--- src/rtl/key_io_device.sv ---
// key_io_device: synchronises and debounces four KEY pins, exposing KDATA (key state) and KCTRL (status) on the CPU bus.
// Reads are combinational; define KEY_IRQ_EN to add the interrupt-enable bit and a registered irq output.
module key_io_device #(
  parameter int unsigned      DBITS           = 32,
  parameter logic [DBITS-1:0] ADDR_KDATA      = 32'hF0000010,
  parameter logic [DBITS-1:0] ADDR_KCTRL      = 32'hF0000110,
  parameter logic [15:0]      DEBOUNCE_CYCLES = 16'd50000,
  parameter bit               KEY_ACTIVE_LOW  = 1'b1
) (
  input  logic             i_clk,
  input  logic             i_rst_n,
  input  logic [DBITS-1:0] i_addr,
  input  logic             i_rd_en,
  input  logic             i_wr_en,
  input  logic [DBITS-1:0] i_data_in,
  input  logic [3:0]       i_key_raw,
  output logic [DBITS-1:0] o_data_out,
  output logic             o_hit
`ifdef KEY_IRQ_EN
  ,
  output logic             o_irq
`endif
);

  localparam logic [3:0]  RELEASED = KEY_ACTIVE_LOW ? 4'hF : 4'h0;
  localparam logic [15:0] CNT_LAST = DEBOUNCE_CYCLES - 16'd1;

  logic [3:0]       r_sync1, r_sync2, r_cand, r_stable;
  logic [15:0]      r_cnt;
  logic             r_ready, r_overrun, r_ie;
  logic             w_accept, w_kdata_rd, w_kctrl_wr, w_unused_din;
  logic [3:0]       w_key_state;
  logic [DBITS-1:0] w_kdata, w_kctrl;

  assign w_accept   = (r_sync2 == r_cand) && (r_cand != r_stable) && (r_cnt == CNT_LAST);
  assign w_kdata_rd = i_rd_en && (i_addr == ADDR_KDATA);
  assign w_kctrl_wr = i_wr_en && (i_addr == ADDR_KCTRL);
  assign w_unused_din = ^i_data_in;

  // The whole 4-bit vector must hold steady; any bounce restarts the count.
  always_ff @(posedge i_clk or negedge i_rst_n) begin
    if (!i_rst_n) begin
      r_sync1  <= RELEASED;
      r_sync2  <= RELEASED;
      r_cand   <= RELEASED;
      r_stable <= RELEASED;
      r_cnt    <= 16'd0;
    end else begin
      r_sync1 <= i_key_raw;
      r_sync2 <= r_sync1;
      if (r_sync2 != r_cand) begin
        r_cand <= r_sync2;
        r_cnt  <= 16'd0;
      end else if (r_cand != r_stable) begin
        if (r_cnt == CNT_LAST) begin
          r_stable <= r_cand;
          r_cnt    <= 16'd0;
        end else begin
          r_cnt <= r_cnt + 16'd1;
        end
      end else begin
        r_cnt <= 16'd0;
      end
    end
  end

  // An accept beats a same-cycle KDATA read, so the reader never loses an event.
  always_ff @(posedge i_clk or negedge i_rst_n) begin
    if (!i_rst_n) begin
      r_ready   <= 1'b0;
      r_overrun <= 1'b0;
    end else begin
      if (w_accept && r_ready && !w_kdata_rd)
        r_overrun <= 1'b1;
      else if (w_kctrl_wr && !i_data_in[2])
        r_overrun <= 1'b0;
      if (w_accept)
        r_ready <= 1'b1;
      else if (w_kdata_rd)
        r_ready <= 1'b0;
    end
  end

`ifdef KEY_IRQ_EN
  always_ff @(posedge i_clk or negedge i_rst_n) begin
    if (!i_rst_n) begin
      r_ie  <= 1'b0;
      o_irq <= 1'b0;
    end else begin
      if (w_kctrl_wr)
        r_ie <= i_data_in[8];
      o_irq <= r_ie & r_ready;
    end
  end
`else
  assign r_ie = 1'b0;
`endif

  assign w_key_state = KEY_ACTIVE_LOW ? ~r_stable : r_stable;

  always_comb begin
    w_kdata      = '0;
    w_kdata[3:0] = w_key_state;
    w_kctrl      = '0;
    w_kctrl[0]   = r_ready;
    w_kctrl[2]   = r_overrun;
    w_kctrl[8]   = r_ie;
    o_data_out   = '0;
    if (i_addr == ADDR_KDATA)
      o_data_out = w_kdata;
    else if (i_addr == ADDR_KCTRL)
      o_data_out = w_kctrl;
  end

  assign o_hit = (i_addr == ADDR_KDATA) || (i_addr == ADDR_KCTRL);

endmodule
--- config.mk ---
export PLATFORM = sky130hd
export DESIGN_NAME = key_io_device
export DESIGN_NICKNAME = d
export VERILOG_FILES = /design/src/rtl/key_io_device.sv
export SDC_FILE = /design/constraint.sdc
export NUM_CORES = 1
export LEC_CHECK = 0
export CAP_MARGIN = 20
export CORE_ASPECT_RATIO = 0.9
export CORE_MARGIN = 2
export CORE_UTILIZATION = 38
export CTS_BUF_LIST = sky130_fd_sc_hd__clkbuf_8 sky130_fd_sc_hd__clkbuf_16
export CTS_CLUSTER_SIZE = 40
export DETAILED_ROUTE_END_ITERATION = 10
export PLACE_DENSITY_LB_ADDON = 0.25
export SYNTH_ARGS = -nofsm -noshare
export SYNTH_HDL_FRONTEND = slang
export SYNTH_SLANG_ARGS = --single-unit
--- constraint.sdc ---
create_clock -name i_clk -period 2.3 [get_ports i_clk]
set_input_delay 0.46 -clock i_clk [delete_from_list [all_inputs] [get_ports i_clk]]
set_output_delay 0.46 -clock i_clk [all_outputs]
set_load 0.01 [all_outputs]
# Word-level counts from Yosys, hierarchy flattened
# Index checks and enable logic that the tools add are counted.
# totals
ff_bits	34
latch_bits	0
ramBits	0
rom_bits	0
inputBits	72
output_inout_bits	33
word_cells	38
mem_count	0
# op_classes
add_sub_neg	1
mul	0
n_div	0
magnitude_cmp	0
eq_ne	6
n_shift	0
muxes	9
bitwise_logic	2
n_reduce_logical	13
# ops
operator	count
equality test 32 bit, second input constant	2
2-to-1 mux 16 bit	3
adder 16 x 1 -> 16 bit, second input constant	1
equality test 16 bit, second input constant	1
!= test 4 bit	2
logical AND 1 bit	7
equality test 4 bit	1
2-to-1 mux 1 bit	4
2-to-1 mux 4 bit	1
NOT 4 bit	1
nonzero test 2 bit	2
2-to-1 mux 3 bit	1
AND reduction 3 bit	1
logical NOT 1 bit	2
logical OR 1 bit	1
NOT 1 bit	1

# Depth between registers and ports, before layout
# Gate-level depths: netlist (run 1).
# logic_depth
word_depth	6
ltp_mapped	7
mapped_depth_nobuf	5

# Least setup slack after synthesis (run 1)
# Ideal clock, no wire load.
# synth_path
path_type	input port to output port
start	input i_addr[14]
end	output o_data_out[1]
arrival_time_ns	1.496
t_required_ns	1.840
setup_slack_ns	0.344
cell_stages	4
path_buffers	0
cell_sequence	nor4b_1 nand4_1 or2_2 nor3_1
# synth_between
elab_chain_cells	2
# synth_rtl
element	line	source
start: declaration	12	input logic [DBITS-1:0] i_addr,
equality test 32 bit	109	if (i_addr == ADDR_KDATA)
2-to-1 mux 4 bit	109	
end: declaration	17	output logic [DBITS-1:0] o_data_out,
# Every way passes these cells.

# Final worst setup path (run 1)
# layout_path
start	input i_addr[5]
end	register r_overrun
# layout_between
elab_chain_cells	5
elab_cells_between_ends	9
classes_between	eq/ne (2); mux (1); reduce/logical (6)
# layout_rtl
element	line	source
equality test 32 bit	36	assign w_kdata_rd = i_rd_en && (i_addr == ADDR_KDATA);
logical AND 1 bit	36	
logical NOT 1 bit	73	if (w_accept && r_ready && !w_kdata_rd)
logical AND 1 bit	73	
2-to-1 mux 1 bit / nonzero test 2 bit (equally long branches)	-	
end signal: assignment	71	r_overrun <= 1'b0;
end signal: assignment	74	r_overrun <= 1'b1;
end signal: assignment	76	r_overrun <= 1'b0;
end: declaration	30	logic r_ready, r_overrun, r_ie;
# Parallel ways exist; a longest one is shown, timed or not.
# A chain may end at the register's enable or synchronous reset.

==> out/qor.txt, run 1 <==
Status: complete, no violations
Worst vdd ir: 0.508 mV
Core area: 4520 sq um
Cells on worst reg2reg path: 5
CTS clk-pin slew, worst paths: 0.07 ns
Routed vias: 1349
Die X: 76.7 um
Final HPWL DP: 2.52 mm
Inserted Clock Buffers: 5
PwrDens: 562 nW/um^2
Worst-Margin Slew: 0.530 ns
Global router's overall resource usage: 13.7%
First-pass GRT wire length: 5.85 mm
Worst Hold Class: reg -> reg
I/O Pins: 105
DIE HEIGHT: 69.4 um
CP max FO: 2
Final ANT Viol Nets: 0
Max Cap Viol: 0
Die area: 5320 sq um
Final Cycle Share: 97.2%
IO buf count: 45
Total Routed Length: 3.47 mm
CTS H-tree lvls: 2
Clock Latency Late Sink: 0.29 ns
Layout cells sized above 1: 26.3%
Static Leak: 0.00102 uW
Register bit count reported by yosys: 34
Initial Utilization: 40.0%
Initial antenna violation count: 0
Critical-path top delay cell: nor4_1
Cells along the critical path: dlygate4sd2_1 -> nor4_1 -> nand4_1 -> buf_4 -> buf_4 -> buf_4 -> buf_4 -> buf_4 -> buf_4 -> buf_4 -> o41ai_2 -> o21ai_1
Sequential element share of the synthesized area: 48.2%
Final setup fails: 0
# DRC: 0
Area growth syn-to-layout: 33.8%
CP required: 2.46 ns
Initial DRC count: 11
WS Path Type: in -> reg
Syn Inst Count: 176
Ant diodes: 0
Share of the synthesized area in the top cell type: 24.9%
Max Clock Freq: 447 MHz
Post-synth EDFFs: 0
Via count of the first global-routing pass: 1246
Post-DR vias/cell: 4.59
Longest Clk Path Bufs: 2
Synth area leaders: dfrtp_1 25%, dfstp_2 23%, buf_4 12%
Worst Clk Skew: 0.00590 ns
Most frequent cells in the layout: 28 x conb_1, 24 x dlygate4sd2_1, 18 x nor2_1, 18 x dfrtp_1, 16 x dfstp_2
Routed wire per std cell: 11.8 um
Mean Syn Cell Area: 10.3 sq um
Synth unique cells: 36
Yosys warns: 0
Drt pass-1 iters: 4
Grt total ovfl: 0
CTS tree: yes
Fraction of registers with async set/reset: 100%
Final hold violations: 0
Most used cell, CP: buf_4
Most common cell after layout, fill and taps aside: conb_1
Max-slew violations: 0
Kind of end point of the critical path: flip-flop
Final weighted congestion in routability-driven placement: 0.733
Root Driver: clkbuf_8
Arr. time, crit path: 2.40 ns
WHS Path Cells: 0
FP Rows: 23
Final min period: 2.24 ns
Post-DP Area: 2220 sq um
Largest net degree at the start of global routing: 35
Nets@finish: 304
Crit path launch type: primary input
Post-synthesis cell area: 1810 sq um
CTS sink count: 34
Primary FF master, synth: dfrtp_1
Final Instance Area: 2420 sq um
Relative slew slack: 64.7%
CP max stage delay: 0.29 ns
Post-layout util: 53.5%
Hold Buf Count CTS: 0
Synth area leader: dfrtp_1
-- final timing paths --
| path | startpoint | endpoint | slack, ns |
|---|---|---|---|
| setup / recovery | i_addr[5] | r_overrun$_DFFE_PN0P_ | 0.06 |
| hold / removal | r_sync1[0]$_DFF_PN1_ | r_sync2[0]$_DFF_PN1_ | 0.36 |
| setup reg to reg | r_cnt[0]$_DFF_PN0_ | r_cnt[15]$_DFF_PN0_ | 0.39 |
| hold reg to reg | r_sync1[0]$_DFF_PN1_ | r_sync2[0]$_DFF_PN1_ | 0.36 |
| max in group asynchronous | i_rst_n | r_stable[2]$_DFFE_PN1P_ | 1.41 |
| min in group asynchronous | i_rst_n | r_cnt[0]$_DFF_PN0_ | 0.56 |
-- metal layers --
layer	share of wire (%)	GRT usage (%)	routed length (um)	vias up
met2	44	20.7	1510	63
met1	44	17.0	1540	625
met3	10	6.25	347	10
met5	0	0	0	-
li1	-	-	-	651
met4	2.0	5.86	70	0
-- state kept, by name, indices dropped and copies added, names as in the netlist --
signal	flops
r_cnt	16
r_ready	1
r_cand	4
r_stable	4
r_sync2	4
r_sync1	4
r_overrun	1
-- where the power goes --
group	total [uW]	internal, uW	leakage, uW	switching (uW)
Sequential	627	619	0.000408	8.13
Clock	616	390	0.0000665	226
Combinational	116	56.8	0.000546	58.8
-- worst max-delay path: cells and delay by family --
kind,cells,cell delay [ns]
AOI/OAI and AO/OA,2,0.37
buffers and inverters,8,1.13
and+or+nand+nor,2,0.47
-- kinds of logic after synthesis --
| family | count (synthesis) | share of synthesized area [%] |
|---|---|---|
| AO/OA/AOI/OAI | 9 | 2.98 |
| AND/OR/NAND/NOR | 66 | 20.9 |
| multiplexers | 4 | 2.49 |
| XOR/XNOR | 20 | 9.70 |
| adder cells (fa/ha/maj) | 1 | 0.693 |
| other | 1 | 0.208 |
| flip-flops | 34 | 48.2 |
| buffers and inverters | 41 | 14.8 |
-- cells in the mapped netlist, drive strengths merged, types with 2 or more instances --
cell / number
buf: 30
nor2: 20
dfrtp: 18
dfstp: 16
xnor2: 14
nor4: 9
nor3: 7
inv: 6
nand4: 6
xor2: 6
clkbuf: 5
nand2: 5
nand3: 5
a21oi: 4
mux2: 4
nor4b: 3
o21ai: 2
or2: 2
or3: 2
or4: 2
-- layout make-up --
cell class	count	area (sq um)
inverters	6	22.5
multi-input cells	128	835
clock buffers	6	93.8
fillers	400	2100
clock inverters	2	38.8
repair buffers	56	478
flip-flops and latches	34	871
well taps	62	77.6
-- per-stage QoR --
| stage | TNS [ns] | setup slack, ns | std cells | hold slack [ns] | total power (uW) |
|---|---|---|---|---|---|
| after floorplan | 0 | 0.344 | 203 | 0.164 | 716 |
| after global placement | -2.81 | -0.602 | 279 | 0.345 | 762 |
| after detailed placement | -2.89 | -0.623 | 279 | 0.347 | 764 |
| after CTS | 0 | 0.000509 | 295 | 0.358 | 1370 |
| after global routing | -0.0139 | -0.0139 | 294 | 0.363 | 1410 |
| final | 0 | 0.0646 | 294 | 0.357 | 1360 |
-- what timing repair did --
action,CTS,global route
setup endpoints to repair,5,6
hold endpoints to repair,0,0
resized for setup,59,10
cloned,0,0
pin swaps,12,9
setup buffers,8,0
Power figures use the tool's default switching activity.
==> inputs of run 2 (changes only) <==
--- a/config.mk
+++ b/config.mk
@@ -13,6 +13,8 @@
 export CTS_CLUSTER_SIZE = 40
 export DETAILED_ROUTE_END_ITERATION = 10
 export PLACE_DENSITY_LB_ADDON = 0.25
+export REMOVE_ABC_BUFFERS = 1
+export SLEW_MARGIN = 20
 export SYNTH_ARGS = -nofsm -noshare
 export SYNTH_HDL_FRONTEND = slang
 export SYNTH_SLANG_ARGS = --single-unit
==> run 2 against run 1 <==
  * Die area did not move
  * Utilization fell by 0.86 points
  * Flip-flop and latch count did not move
  * Largest power group unchanged
==> out/qor.txt, run 2 (synthesis gave the netlist of run 1 again) <==
Via count of the first global-routing pass: 1253
Final hold violations: 0
Top reg by flops: r_cnt
Largest net degree at the start of global routing: 35
Drt pass-1 iters: 4
Most frequent cells in the layout: 28 x conb_1, 19 x nor2_1, 18 x dfrtp_1, 17 x clkdlybuf4s50_1, 17 x dlygate4sd2_1
Max Cap Viol: 0
Total Routed Length: 3.40 mm
Final Cycle Share: 97.7%
Final ANT Viol Nets: 0
Post-layout util: 52.6%
Pwr Total: 1290 uW
Crit path launch type: primary input
CTS sink count: 34
IO buf count: 45
Reg2reg start: r_cnt[0]$_DFF_PN0_
Most common cell after layout, fill and taps aside: conb_1
Routed vias: 1322
Largest register FFs: 16
Grt total ovfl: 0
Worst hold endpoint: r_sync2[2]$_DFF_PN1_
PwrDens: 542 nW/um^2
Post-DR vias/cell: 4.59
Status: complete, no violations
Global router's overall resource usage: 13.5%
Cells on worst reg2reg path: 5
Initial DRC count: 20
Die area: 5320 sq um
Final non-filler cell total: 288
Filler Cell Count: 431
CTS H-tree lvls: 2
Core area: 4520 sq um
Internal reg-to-reg setup slack: 0.39 ns
Critical hold path startpoint: r_sync1[2]$_DFF_PN1_
Die X: 76.7 um
Area growth syn-to-layout: 31.7%
Static Leak: 0.00102 uW
Pre-CTS WS: -0.587 ns
FF-to-FF End: r_cnt[13]$_DFF_PN0_
CP max FO: 5
Inserted Clock Buffers: 5
Worst-Margin Slew: 0.556 ns
Ant diodes: 0
First-pass GRT wire length: 5.80 mm
Final weighted congestion in routability-driven placement: 0.722
Layout cells sized above 1: 24.3%
Root Driver: clkbuf_8
Longest Clk Path Bufs: 2
Dpl cells: 279
Routed wire per std cell: 11.8 um
Final HPWL DP: 2.55 mm
Initial Utilization: 40.0%
Max Clock Freq: 445 MHz
FP Rows: 23
# DRC: 0
Worst vdd ir: 0.477 mV
Max-slew violations: 0
CTS clk-pin slew, worst paths: 0.07 ns
Kind of end point of the critical path: output pin
Clock Latency Late Sink: 0.28 ns
WS Path Type: in -> out
I/O Pins: 105
Initial antenna violation count: 0
Final worst slack: 0.0527 ns
Relative slew slack: 62.9%
Arr. time, crit path: 1.79 ns
Nets@finish: 298
Worst Hold Class: reg -> reg
Final setup fails: 0
Final min period: 2.25 ns
CP required: 1.84 ns
Worst Clk Skew: 0.00342 ns
WHS Path Cells: 0
DIE HEIGHT: 69.4 um
CTS tree: yes
[run 2: power breakdown]
part           switching (uW)  internal (uW)  leakage (uW)
Clock                     217            322     0.0000504
Sequential               8.57            619      0.000408
Combinational            59.9           62.4      0.000559
Total                     285           1000       0.00102
[run 2: how the worst max path moves through the flow]
stage                          start            end  depth (start not counted)
final                      i_addr[2]  o_data_out[3]                          6
after CTS                 i_addr[28]  o_data_out[1]                          6
after global routing       i_addr[2]  o_data_out[3]                          6
after floorplan           i_addr[14]  o_data_out[1]                          4
after global placement    i_addr[14]  o_data_out[1]                          6
after detailed placement  i_addr[19]  o_data_out[3]                          6
[run 2: routing by layer]
layer	global-route usage (%)	part of all wire (%)
met1	16.8	43
met3	6.90	9.8
met4	4.24	1.1
met2	20.3	47
met5	0	0
[run 2: layout make-up]
| cell class | instances | area (sq um) | area share [%] |
|---|---|---|---|
| Timing Repair Buffer | 50 | 457 | 19.2 |
| Clock buffer | 5 | 68.8 | 2.89 |
| Multi-Input combinational cell | 128 | 836 | 35.2 |
| Sequential cell | 34 | 871 | 36.6 |
| Inverter | 6 | 22.5 | 0.947 |
| Clock inverter | 3 | 45.0 | 1.89 |
| Tap cell | 62 | 77.6 | 3.26 |
[run 2: stage by stage]
stage          area (sq um)  hold slack [ns]  setup TNS (ns)
2_1_floorplan          1660            0.164               0
3_3_place_gp           2220            0.346           -2.68
3_5_place_dp           2220            0.347           -2.69
4_1_cts                2340            0.357               0
5_1_grt                2380            0.361        -0.00913
6_report               2380            0.356               0
[run 2: timing repair]
item	CTS	global route
setup buffers	1	0
resized for setup	45	10
hold buffers	0	0
pin swaps	10	9
endpoints found under the setup margin	5	3
endpoints found under the hold margin	0	0
cloned	0	0
[run 2: worst max-delay path, cell delays in order]
cell	delay, ns
clkdlybuf4s50_1	0.43
nor3_2	0.18
nand4_1	0.14
or2_4	0.29
nor3_2	0.15
buf_2	0.15
==> inputs of run 3 (changes only) <==
--- a/config.mk
+++ b/config.mk
@@ -6,7 +6,7 @@
 export NUM_CORES = 1
 export LEC_CHECK = 0
 export CAP_MARGIN = 20
-export CORE_ASPECT_RATIO = 0.9
+export CORE_ASPECT_RATIO = 1.25
 export CORE_MARGIN = 2
 export CORE_UTILIZATION = 38
 export CTS_BUF_LIST = sky130_fd_sc_hd__clkbuf_8 sky130_fd_sc_hd__clkbuf_16
==> run 3 against run 2 <==
  * Maximum frequency up 0.81%
  * Final cell count down 0.35%
  * Utilization down 1.5 points
  * Global-route usage up 0.77 points
  * Wire length up 2.5%
  * Hold slack about the same
  * Critical path depth up 1
  * Clock power up 8.2%
  * Worst setup slack better by 0.018 ns
  * Combinational power about the same
  * Flip-flop and latch count unchanged
==> out/qor.txt, run 3 (synthesis gave the netlist of run 1 again) <==
Status: complete, no violations
FP Rows: 28
Pwr Total: 1330 uW
Layout cells sized above 1: 26.9%
Worst-Margin Slew: 0.537 ns
Routed wire per std cell: 12.2 um
Max Clock Freq: 449 MHz
Post-layout util: 51.1%
Final HPWL DP: 2.62 mm
Largest register FFs: 16
Max-slew violations: 0
Final worst slack: 0.0709 ns
Post-DP Area: 2220 sq um
Kind of end point of the critical path: output pin
Root Driver: clkbuf_8
Initial Utilization: 38.7%
Final Cycle Share: 96.9%
PwrDens: 558 nW/um^2
Final min period: 2.23 ns
Worst vdd ir: 0.385 mV
# DRC: 0
Most common cell after layout, fill and taps aside: conb_1
Pre-CTS WS: -0.674 ns
Die area: 5320 sq um
Arr. time, crit path: 1.77 ns
CTS H-tree lvls: 2
Final ANT Viol Nets: 0
Inserted Clock Buffers: 5
CTS sink count: 34
Global router's overall resource usage: 14.3%
CP required: 1.84 ns
Nets@finish: 299
Worst Clk Skew: 0.00613 ns
CTS tree: yes
Core area: 4660 sq um
Largest net degree at the start of global routing: 35
Crit path launch type: primary input
Initial DRC count: 21
Via count of the first global-routing pass: 1270
CP max FO: 3
Longest Clk Path Bufs: 2
Routed vias: 1312
Final weighted congestion in routability-driven placement: 0.706
Initial antenna violation count: 0
DIE HEIGHT: 81.1 um
Die X: 65.7 um
Top reg by flops: r_cnt
Max Cap Viol: 0
Most frequent cells in the layout: 28 x conb_1, 20 x nor2_1, 18 x dfrtp_1, 16 x dlygate4sd2_1, 16 x dfstp_2
Total Routed Length: 3.49 mm
Grt total ovfl: 0
Area growth syn-to-layout: 31.8%
WS Path Type: in -> out
Final setup fails: 0
First-pass GRT wire length: 5.64 mm
I/O Pins: 105
Hold Buf Count CTS: 0
Worst Hold Class: reg -> reg
Drt pass-1 iters: 4
Clock Latency Late Sink: 0.28 ns
Relative slew slack: 64.2%
Ant diodes: 0
Final hold violations: 0
IO buf count: 45
CTS clk-pin slew, worst paths: 0.07 ns
Static Leak: 0.00100 uW
Post-DR vias/cell: 4.57
Final Instance Area: 2380 sq um
-- run 3: worst max-delay path, cell delays in order --
cell,delay [ns]
clkdlybuf4s15_1,0.20
nor4_2,0.27
nand4_1,0.17
or2_4,0.30
buf_6,0.13
nor3_2,0.09
buf_2,0.15
-- run 3: area by class of cell --
type	count	area, sq um
Fill cell	430	2280
Sequential cell	34	871
Multi-Input combinational cell	128	848
Timing Repair Buffer	51	430
Clock buffer	8	133
Tap cell	60	75.1
Inverter	6	22.5
-- run 3: stage by stage --
stage,hold WS (ns),cells,TNS [ns]
floorplan,0.164,168,0
global placement,0.346,277,-3.03
detailed placement,0.347,277,-3.15
CTS,0.357,287,0
global route,0.360,287,-0.0230
finish,0.356,287,0
-- run 3: power breakdown --
part / total [uW] / internal (uW) / switching, uW
registers: 627 / 619 / 7.67
logic: 119 / 56.9 / 62.1
clock network: 583 / 374 / 208
-- run 3: what timing repair did --
item | in CTS | in global routing
setup endpoints to repair | 5 | 4
buffers inserted | 2 | 0
pin swaps | 14 | 10
gates resized for setup | 65 | 20
-- run 3: worst paths after layout --
path | start | end | slack, ns | cells after the start
worst max register to register | r_stable[1]$_DFFE_PN1P_ | r_cnt[11]$_DFF_PN0_ | 0.35 | 4
worst min register to register | r_sync1[2]$_DFF_PN1_ | r_sync2[2]$_DFF_PN1_ | 0.36 | 0
max in group asynchronous | i_rst_n | r_sync1[1]$_DFF_PN1_ | 1.40 | 2
worst min-delay path | r_sync1[2]$_DFF_PN1_ | r_sync2[2]$_DFF_PN1_ | 0.36 | 0
worst max-delay path | i_addr[15] | o_data_out[3] | 0.07 | 7
min in group asynchronous | i_rst_n | r_cnt[13]$_DFF_PN0_ | 0.57 | 2
-- run 3: routing by layer --
layer	vias to the layer above	part of all wire [%]	global-route usage, %
li1	640	-	-
met1	602	36	14.0
met2	66	51	25.4
met3	4	11	5.40
met4	0	2.1	8.13
met5	-	0	0
